==> config.mk <==
export PLATFORM = sky130hd
export DESIGN_NAME = input_route_unit
export DESIGN_NICKNAME = d
export VERILOG_FILES = /design/src/rtl/input_route_unit.sv
export SDC_FILE = /design/constraint.sdc
export NUM_CORES = 1
export LEC_CHECK = 0
export BUFFER_PORTS_ARGS = -buffer_cell sky130_fd_sc_hd__buf_2
export CAP_MARGIN = 5
export CORE_MARGIN = 5
export CORE_UTILIZATION = 50
export DETAILED_ROUTE_END_ITERATION = 16
export PLACE_DENSITY = 0.75
export REMOVE_ABC_BUFFERS = 1
export SETUP_SLACK_MARGIN = 0.3
export SYNTH_ARGS = -nofsm -noshare
export SYNTH_HDL_FRONTEND = slang
export SYNTH_SLANG_ARGS = --single-unit
==> constraint.sdc <==
create_clock -name clk -period 2.05 [get_ports clk]
set_input_delay 0.41 -clock clk [delete_from_list [all_inputs] [get_ports clk]]
set_output_delay 0.41 -clock clk [all_outputs]
set_load 0.01 [all_outputs]
==> src/rtl/input_route_unit.sv <==
// Input port of a mesh router: flit FIFO, XY route computation and wormhole
// request/transfer FSM. Headless body/tail flits reaching the FIFO head while
// idle are discarded.
// Optional feature: define ROUTE_ERR_CNT_EN to count discarded flits on err_cnt
// (saturating at 255). Without it err_cnt is tied to zero.
module input_route_unit #(
    parameter int unsigned DATA_W  = 16,
    parameter int unsigned DEPTH   = 4,
    parameter int unsigned LOCAL_X = 0,
    parameter int unsigned LOCAL_Y = 0
) (
    input  logic              clk,
    input  logic              rst_n,  // active-high asynchronous reset
    input  logic              in_valid,
    output logic              in_ready,
    input  logic [DATA_W+1:0] in_flit,
    output logic              req,
    output logic [1:0]        route_dim,
    output logic              route_dir,
    input  logic              grant,
    output logic              out_valid,
    input  logic              out_ready,
    output logic [DATA_W+1:0] out_flit,
    output logic [7:0]        err_cnt
);

    localparam int unsigned FlitW = DATA_W + 2;
    localparam int unsigned PtrW  = $clog2(DEPTH);
    localparam logic [PtrW:0] FullCnt = (PtrW+1)'(DEPTH);
    localparam logic [1:0] LocX = 2'(LOCAL_X);
    localparam logic [1:0] LocY = 2'(LOCAL_Y);

    typedef enum logic [1:0] {StIdle, StRoute, StReq, StXfer} state_e;

    logic [FlitW-1:0] mem_q [DEPTH];
    logic [PtrW-1:0]  wr_ptr_q, wr_ptr_d;
    logic [PtrW-1:0]  rd_ptr_q, rd_ptr_d;
    logic [PtrW:0]    count_q, count_d;
    state_e           state_q, state_d;
    logic             req_q, req_d;
    logic [1:0]       dim_q, dim_d;
    logic             dir_q, dir_d;

    logic             empty, full, push, pop, drop, xfer_pop;
    logic [FlitW-1:0] head;
    logic [1:0]       head_type;
    logic [1:0]       dest_x, dest_y;

    assign empty     = (count_q == '0);
    assign full      = (count_q == FullCnt);
    assign head      = mem_q[rd_ptr_q];
    assign head_type = head[FlitW-1:FlitW-2];
    assign dest_x    = head[3:2];
    assign dest_y    = head[1:0];

    // Refuse input while reset is held so nothing is written into a FIFO being cleared.
    assign in_ready  = !rst_n && !full;
    assign push      = in_valid && in_ready;

    // Idle with a non-head flit at the head: it has no route, discard it.
    assign drop      = (state_q == StIdle) && !empty && !head_type[0];
    assign out_valid = (state_q == StXfer) && !empty;
    assign xfer_pop  = out_valid && out_ready;
    assign pop       = drop || xfer_pop;

    assign out_flit  = head;
    assign req       = req_q;
    assign route_dim = dim_q;
    assign route_dir = dir_q;

    // FIFO pointer and occupancy next-state; pointers wrap naturally (DEPTH is a power of two).
    always_comb begin
        wr_ptr_d = wr_ptr_q;
        rd_ptr_d = rd_ptr_q;
        count_d  = count_q;
        if (push) wr_ptr_d = wr_ptr_q + 1'b1;
        if (pop)  rd_ptr_d = rd_ptr_q + 1'b1;
        unique case ({push, pop})
            2'b10:   count_d = count_q + 1'b1;
            2'b01:   count_d = count_q - 1'b1;
            default: count_d = count_q;
        endcase
    end

    // FSM next-state with registered request and route outputs.
    always_comb begin
        state_d = state_q;
        req_d   = req_q;
        dim_d   = dim_q;
        dir_d   = dir_q;
        case (state_q)
            StIdle: begin
                if (!empty && head_type[0]) state_d = StRoute;
            end
            StRoute: begin
                // Dimension-ordered routing: resolve X first, then Y, else eject locally.
                if (dest_x != LocX) begin
                    dim_d = 2'b01;
                    dir_d = (dest_x > LocX);
                end else if (dest_y != LocY) begin
                    dim_d = 2'b10;
                    dir_d = (dest_y > LocY);
                end else begin
                    dim_d = 2'b11;
                    dir_d = 1'b0;
                end
                req_d   = 1'b1;
                state_d = StReq;
            end
            StReq: begin
                if (grant) state_d = StXfer;
            end
            StXfer: begin
                // Request stays locked until the packet's last flit leaves.
                if (xfer_pop && head_type[1]) begin
                    state_d = StIdle;
                    req_d   = 1'b0;
                end
            end
            default: state_d = StIdle;
        endcase
    end

    // Control state registers.
    always_ff @(posedge clk or posedge rst_n) begin
        if (rst_n) begin
            wr_ptr_q <= '0;
            rd_ptr_q <= '0;
            count_q  <= '0;
            state_q  <= StIdle;
            req_q    <= 1'b0;
            dim_q    <= 2'b00;
            dir_q    <= 1'b0;
        end else begin
            wr_ptr_q <= wr_ptr_d;
            rd_ptr_q <= rd_ptr_d;
            count_q  <= count_d;
            state_q  <= state_d;
            req_q    <= req_d;
            dim_q    <= dim_d;
            dir_q    <= dir_d;
        end
    end

    // FIFO storage; contents need no reset since occupancy gates every read.
    always_ff @(posedge clk) begin
        if (push) mem_q[wr_ptr_q] <= in_flit;
    end

`ifdef ROUTE_ERR_CNT_EN
    logic [7:0] err_q, err_d;

    // Saturating count of flits discarded while idle.
    always_comb begin
        err_d = err_q;
        if (drop && (err_q != 8'hFF)) err_d = err_q + 8'd1;
    end

    // Error counter register.
    always_ff @(posedge clk or posedge rst_n) begin
        if (rst_n) err_q <= 8'd0;
        else       err_q <= err_d;
    end

    assign err_cnt = err_q;
`else
    assign err_cnt = 8'd0;
`endif

endmodule
==> results.md <==
* DP Worst Slack at -0.281 ns
* Run status: finished, violations left
* Crit path max-delay cell type: sky130_fd_sc_hd__dfrtp_1
* Number of port buffers at 46
* HPWL after detailed placement at 4.27 mm
* Core area at 6790 µm²
* Global Route Usage Sum at 16.7%
* Capture point of the worst path: out_flit[6]
* Antenna violations before repair at 0
* Buffers plus inverters on the worst setup path at 6
* CTS tree: done
* Maximum clock insertion buffer count at 2
* Synth warnings at 0
* Shortest period the worst path allows at 2.26 ns
* Drt total wl at 6.85 mm
* Post-route DRC violation count at 0
* Count of vias placed by the detailed router at 1,940
* Sequential fraction of the synthesis area at 71.3%
* Power after layout at 6.59 mW
* Final instance area at 4610 µm²
* Path length in cells of the critical path at 7
* Cell occurring most often along the worst timing path: sky130_fd_sc_hd__buf_6
* Number of cells on the worst reg-to-reg path at 9
* Synthesized-area fraction occupied by ao, oa, aoi and oai cells at 2.33%
* Power density relative to cell area at 1430 nW/µm²
* Seq cells post-synth at 85
* Avg Vias per Cell at 5.00
* Final WS setup at -0.205 ns
* Wire per inst at 17.6 µm
* Critical setup path kind: reg2out
* Final setup violation count at 19
* Iteration count of the initial detailed-routing pass at 4
* Final hold violations at 0
* Die Footprint at 8750 µm²
* Count of unique library cells instantiated by Yosys at 32
* Cell type group with the largest total delay on the critical path: buffers and inverters
* Unrepaired setup endpoints after global routing: true
* Highest fanout seen on the critical path at 5
* Peak supply drop at 701 µV
* Setup crit start kind: register
* Nets at 322
* Fraction of the mapped netlist area in adder cells at 4.16%
* Depth of the CTS H-tree at 3
* Setup crit start: rd_ptr_q[1]$_DFFE_PP0N_
* Number of standard-cell rows in the floorplan at 30
* Average instance area after synthesis at 18.6 µm²
* Max-slew headroom at the worst pin at 65.9%
* Post-layout utilization of the core at 67.9%
* Largest net degree at the start of global routing at 15
* Pins over their slew limit at 0
* Antenna viol nets, final at 0
* First-pass GRT wire length at 10.5 mm
* Starting density of the core at 51.3%
* Number of buffers inserted by hold repair at cts at 0
* Register-to-register setup slack at -0.21 ns
* Element type at the critical path end: primary output
* Violations in the final reports: negative setup slack
* Area of combinational cells with multiple inputs at 983 µm²
* Clock slew at the register clock pins of the worst setup and hold paths at 0.08 ns
* CTS sink count at 85
* GP Congestion at 0.752
* Endpoint of the worst register-to-register path: count_q[2]$_DFFE_PP0P_
* Slew at the pin closest to its max-slew limit at 0.511 ns
* Number of buffers created by CTS at 9
* Layout filler cell count at 419
* I/O Pins at 55
* Dominant combinational cell family by area after synthesis: multiplexers
* Cells after Synth at 188
* Starting DRT DRC Count at 106
* Via count of the first global-routing pass at 1,988
* Ant diodes at 0
* Post-Synth Simple-Gate Area at 3.30%
* Data arrival time of the critical path at 1.85 ns
* Multiplexer share of the synthesized area at 13.2%
* Max Cap Violations at 0
* Class of the worst hold path: in2async
* Setup Skew at 0.0129 ns
* Highest-count cells in the layout ignoring fill and taps: sky130_fd_sc_hd__edfxtp_1, sky130_fd_sc_hd__buf_2, sky130_fd_sc_hd__buf_4
* GRT Residual Overflow at 0
* Cell Chain, Critical Path: buf_4 > buf_6 > buf_6 > buf_8 > buf_4 > mux4_2 > buf_6
* Most common cell after layout, fill and taps aside: sky130_fd_sc_hd__edfxtp_1
* Maximum cell stage delay along the critical path at 0.42 ns
* Post-Syn Area at 3490 µm²
* Die height at 93.5 µm
* CTS Root Cell: sky130_fd_sc_hd__clkbuf_8
* Synthesized-area fraction occupied by xor and xnor cells at 1.51%
* Register Area at 2490 µm²
* Reg2reg start: rd_ptr_q[1]$_DFFE_PP0N_
* Layout Area Growth over Synthesis at 32.3%
* Fin crit share at 110%
* WP data required at 1.64 ns
* Maximum clock rate at 443 MHz
* Share of final-layout standard cells stronger than drive strength 1 at 51.4%
* Leakage power of the design at 1.81 nW
* Clock latency of the later-clocked register in the worst-skew pair at 0.35 ns
* Placed cell area at 3940 µm²
* Die width at 93.5 µm
==> registers in the layout (all words and copies together), names as in the netlist <==
register,cells
route_dir,1
rd_ptr_q,2
state_q,2
req,1
mem_q,72
route_dim,2
wr_ptr_q,2
count_q,3
==> where the power goes <==
group,switching [mW],internal (mW)
clock,0.560,0.437
combinational,1.34,1.91
sequential,0.168,2.18
total,2.07,4.52
==> timing repair <==
action                     CTS  global route
setup buffers               12            11
pin swaps                   10            10
resized for setup           37            23
setup endpoints to repair   26            30
hold endpoints to repair     0             0
gates cloned                 3             0
==> through the flow <==
step	setup TNS (ns)	hold slack (ns)	std cells
2_1_floorplan	-1.19	0.287	183
3_3_place_gp	-0.273	0.473	347
3_5_place_dp	-0.369	0.476	347
4_1_cts	-1.37	0.0957	377
5_1_grt	-3.98	0.127	388
6_report	-2.64	0.107	388
==> worst min path at each step <==
stage                          endpoint  slack, ns  cells after the start  startpoint
2_1_floorplan    count_q[0]$_DFFE_PP0P_       0.29                      1       rst_n
3_3_place_gp   route_dim[0]$_DFFE_PP0P_       0.47                      2       rst_n
3_5_place_dp    wr_ptr_q[0]$_DFFE_PP0P_       0.48                      2       rst_n
4_1_cts         wr_ptr_q[0]$_DFFE_PP0P_        0.1                      2       rst_n
5_1_grt         wr_ptr_q[0]$_DFFE_PP0P_       0.13                      2       rst_n
6_report        wr_ptr_q[0]$_DFFE_PP0P_       0.11                      2       rst_n
==> cell families after synthesis <==
family	after synthesis
flops	85
mux	25
buf+inv	25
simple gates	24
fa+ha+maj	11
compound gates	11
xor+xnor	6
other cells	1
==> metal layers <==
| layer | vias up | share of wire, % | track usage (%) |
|---|---|---|---|
| met5 | - | 0 | 0 |
| li1 | 911 | - | - |
| met3 | 6 | 5.2 | 4.10 |
| met4 | 0 | 1.2 | 7.20 |
| met2 | 50 | 53 | 28.6 |
| met1 | 973 | 40 | 20.0 |
==> synth_stat cells <==
| master | number | share of area [%] |
|---|---|---|
| sky130_fd_sc_hd__nand4_1 | 1 | 0.18 |
| sky130_fd_sc_hd__mux4_1 | 1 | 0.75 |
| sky130_fd_sc_hd__edfxtp_1 | 72 | 62 |
| sky130_fd_sc_hd__a21o_1 | 1 | 0.22 |
| sky130_fd_sc_hd__a31oi_1 | 2 | 0.36 |
| sky130_fd_sc_hd__xnor2_1 | 4 | 1.0 |
| sky130_fd_sc_hd__nor2_1 | 10 | 1.1 |
| sky130_fd_sc_hd__a21oi_1 | 1 | 0.14 |
| sky130_fd_sc_hd__and3_1 | 4 | 0.72 |
| sky130_fd_sc_hd__a32oi_1 | 2 | 0.50 |
| sky130_fd_sc_hd__nand2_1 | 3 | 0.32 |
| sky130_fd_sc_hd__inv_1 | 13 | 1.4 |
| sky130_fd_sc_hd__buf_6 | 2 | 0.65 |
| sky130_fd_sc_hd__o22a_1 | 1 | 0.25 |
| sky130_fd_sc_hd__buf_4 | 9 | 1.9 |
| sky130_fd_sc_hd__mux2i_1 | 5 | 1.4 |
| sky130_fd_sc_hd__and2_1 | 2 | 0.36 |
| sky130_fd_sc_hd__xor2_1 | 2 | 0.50 |
| sky130_fd_sc_hd__buf_2 | 1 | 0.14 |
| sky130_fd_sc_hd__ha_1 | 10 | 3.6 |
| sky130_fd_sc_hd__o21ai_0 | 2 | 0.29 |
| sky130_fd_sc_hd__mux2_2 | 4 | 1.3 |
| sky130_fd_sc_hd__conb_1 | 1 | 0.11 |
| sky130_fd_sc_hd__nand2b_1 | 1 | 0.18 |
| sky130_fd_sc_hd__or3_1 | 1 | 0.18 |
| sky130_fd_sc_hd__mux4_2 | 15 | 9.7 |
| sky130_fd_sc_hd__fa_1 | 1 | 0.57 |
| sky130_fd_sc_hd__o22a_2 | 1 | 0.29 |
| sky130_fd_sc_hd__nand3_1 | 1 | 0.14 |
| sky130_fd_sc_hd__dfrtp_1 | 13 | 9.3 |
| sky130_fd_sc_hd__nor3_1 | 1 | 0.14 |
| sky130_fd_sc_hd__a211o_2 | 1 | 0.29 |
==> worst register-to-register path: stages (launching register included) <==
cell and delay, ns:
sky130_fd_sc_hd__dfrtp_1 0.42, sky130_fd_sc_hd__mux2_4 0.32, sky130_fd_sc_hd__o22a_2 0.24, sky130_fd_sc_hd__a21oi_2 0.16, sky130_fd_sc_hd__ha_2 0.21, sky130_fd_sc_hd__inv_2 0.04
sky130_fd_sc_hd__fa_2 0.33, sky130_fd_sc_hd__xor2_1 0.15, sky130_fd_sc_hd__nor2_1 0.14, sky130_fd_sc_hd__xor2_1 0.17
==> area by class of cell <==
| type | count | area share (%) |
|---|---|---|
| clock buffer | 10 | 2.77 |
| timing repair buffer | 94 | 17.5 |
| multi-input combinational | 85 | 21.3 |
| clock inverter | 5 | 0.786 |
| tap | 96 | 2.60 |
| sequential | 85 | 53.9 |
| inverter | 13 | 1.06 |
No activity file was read; power rests on OpenSTA's default activity.
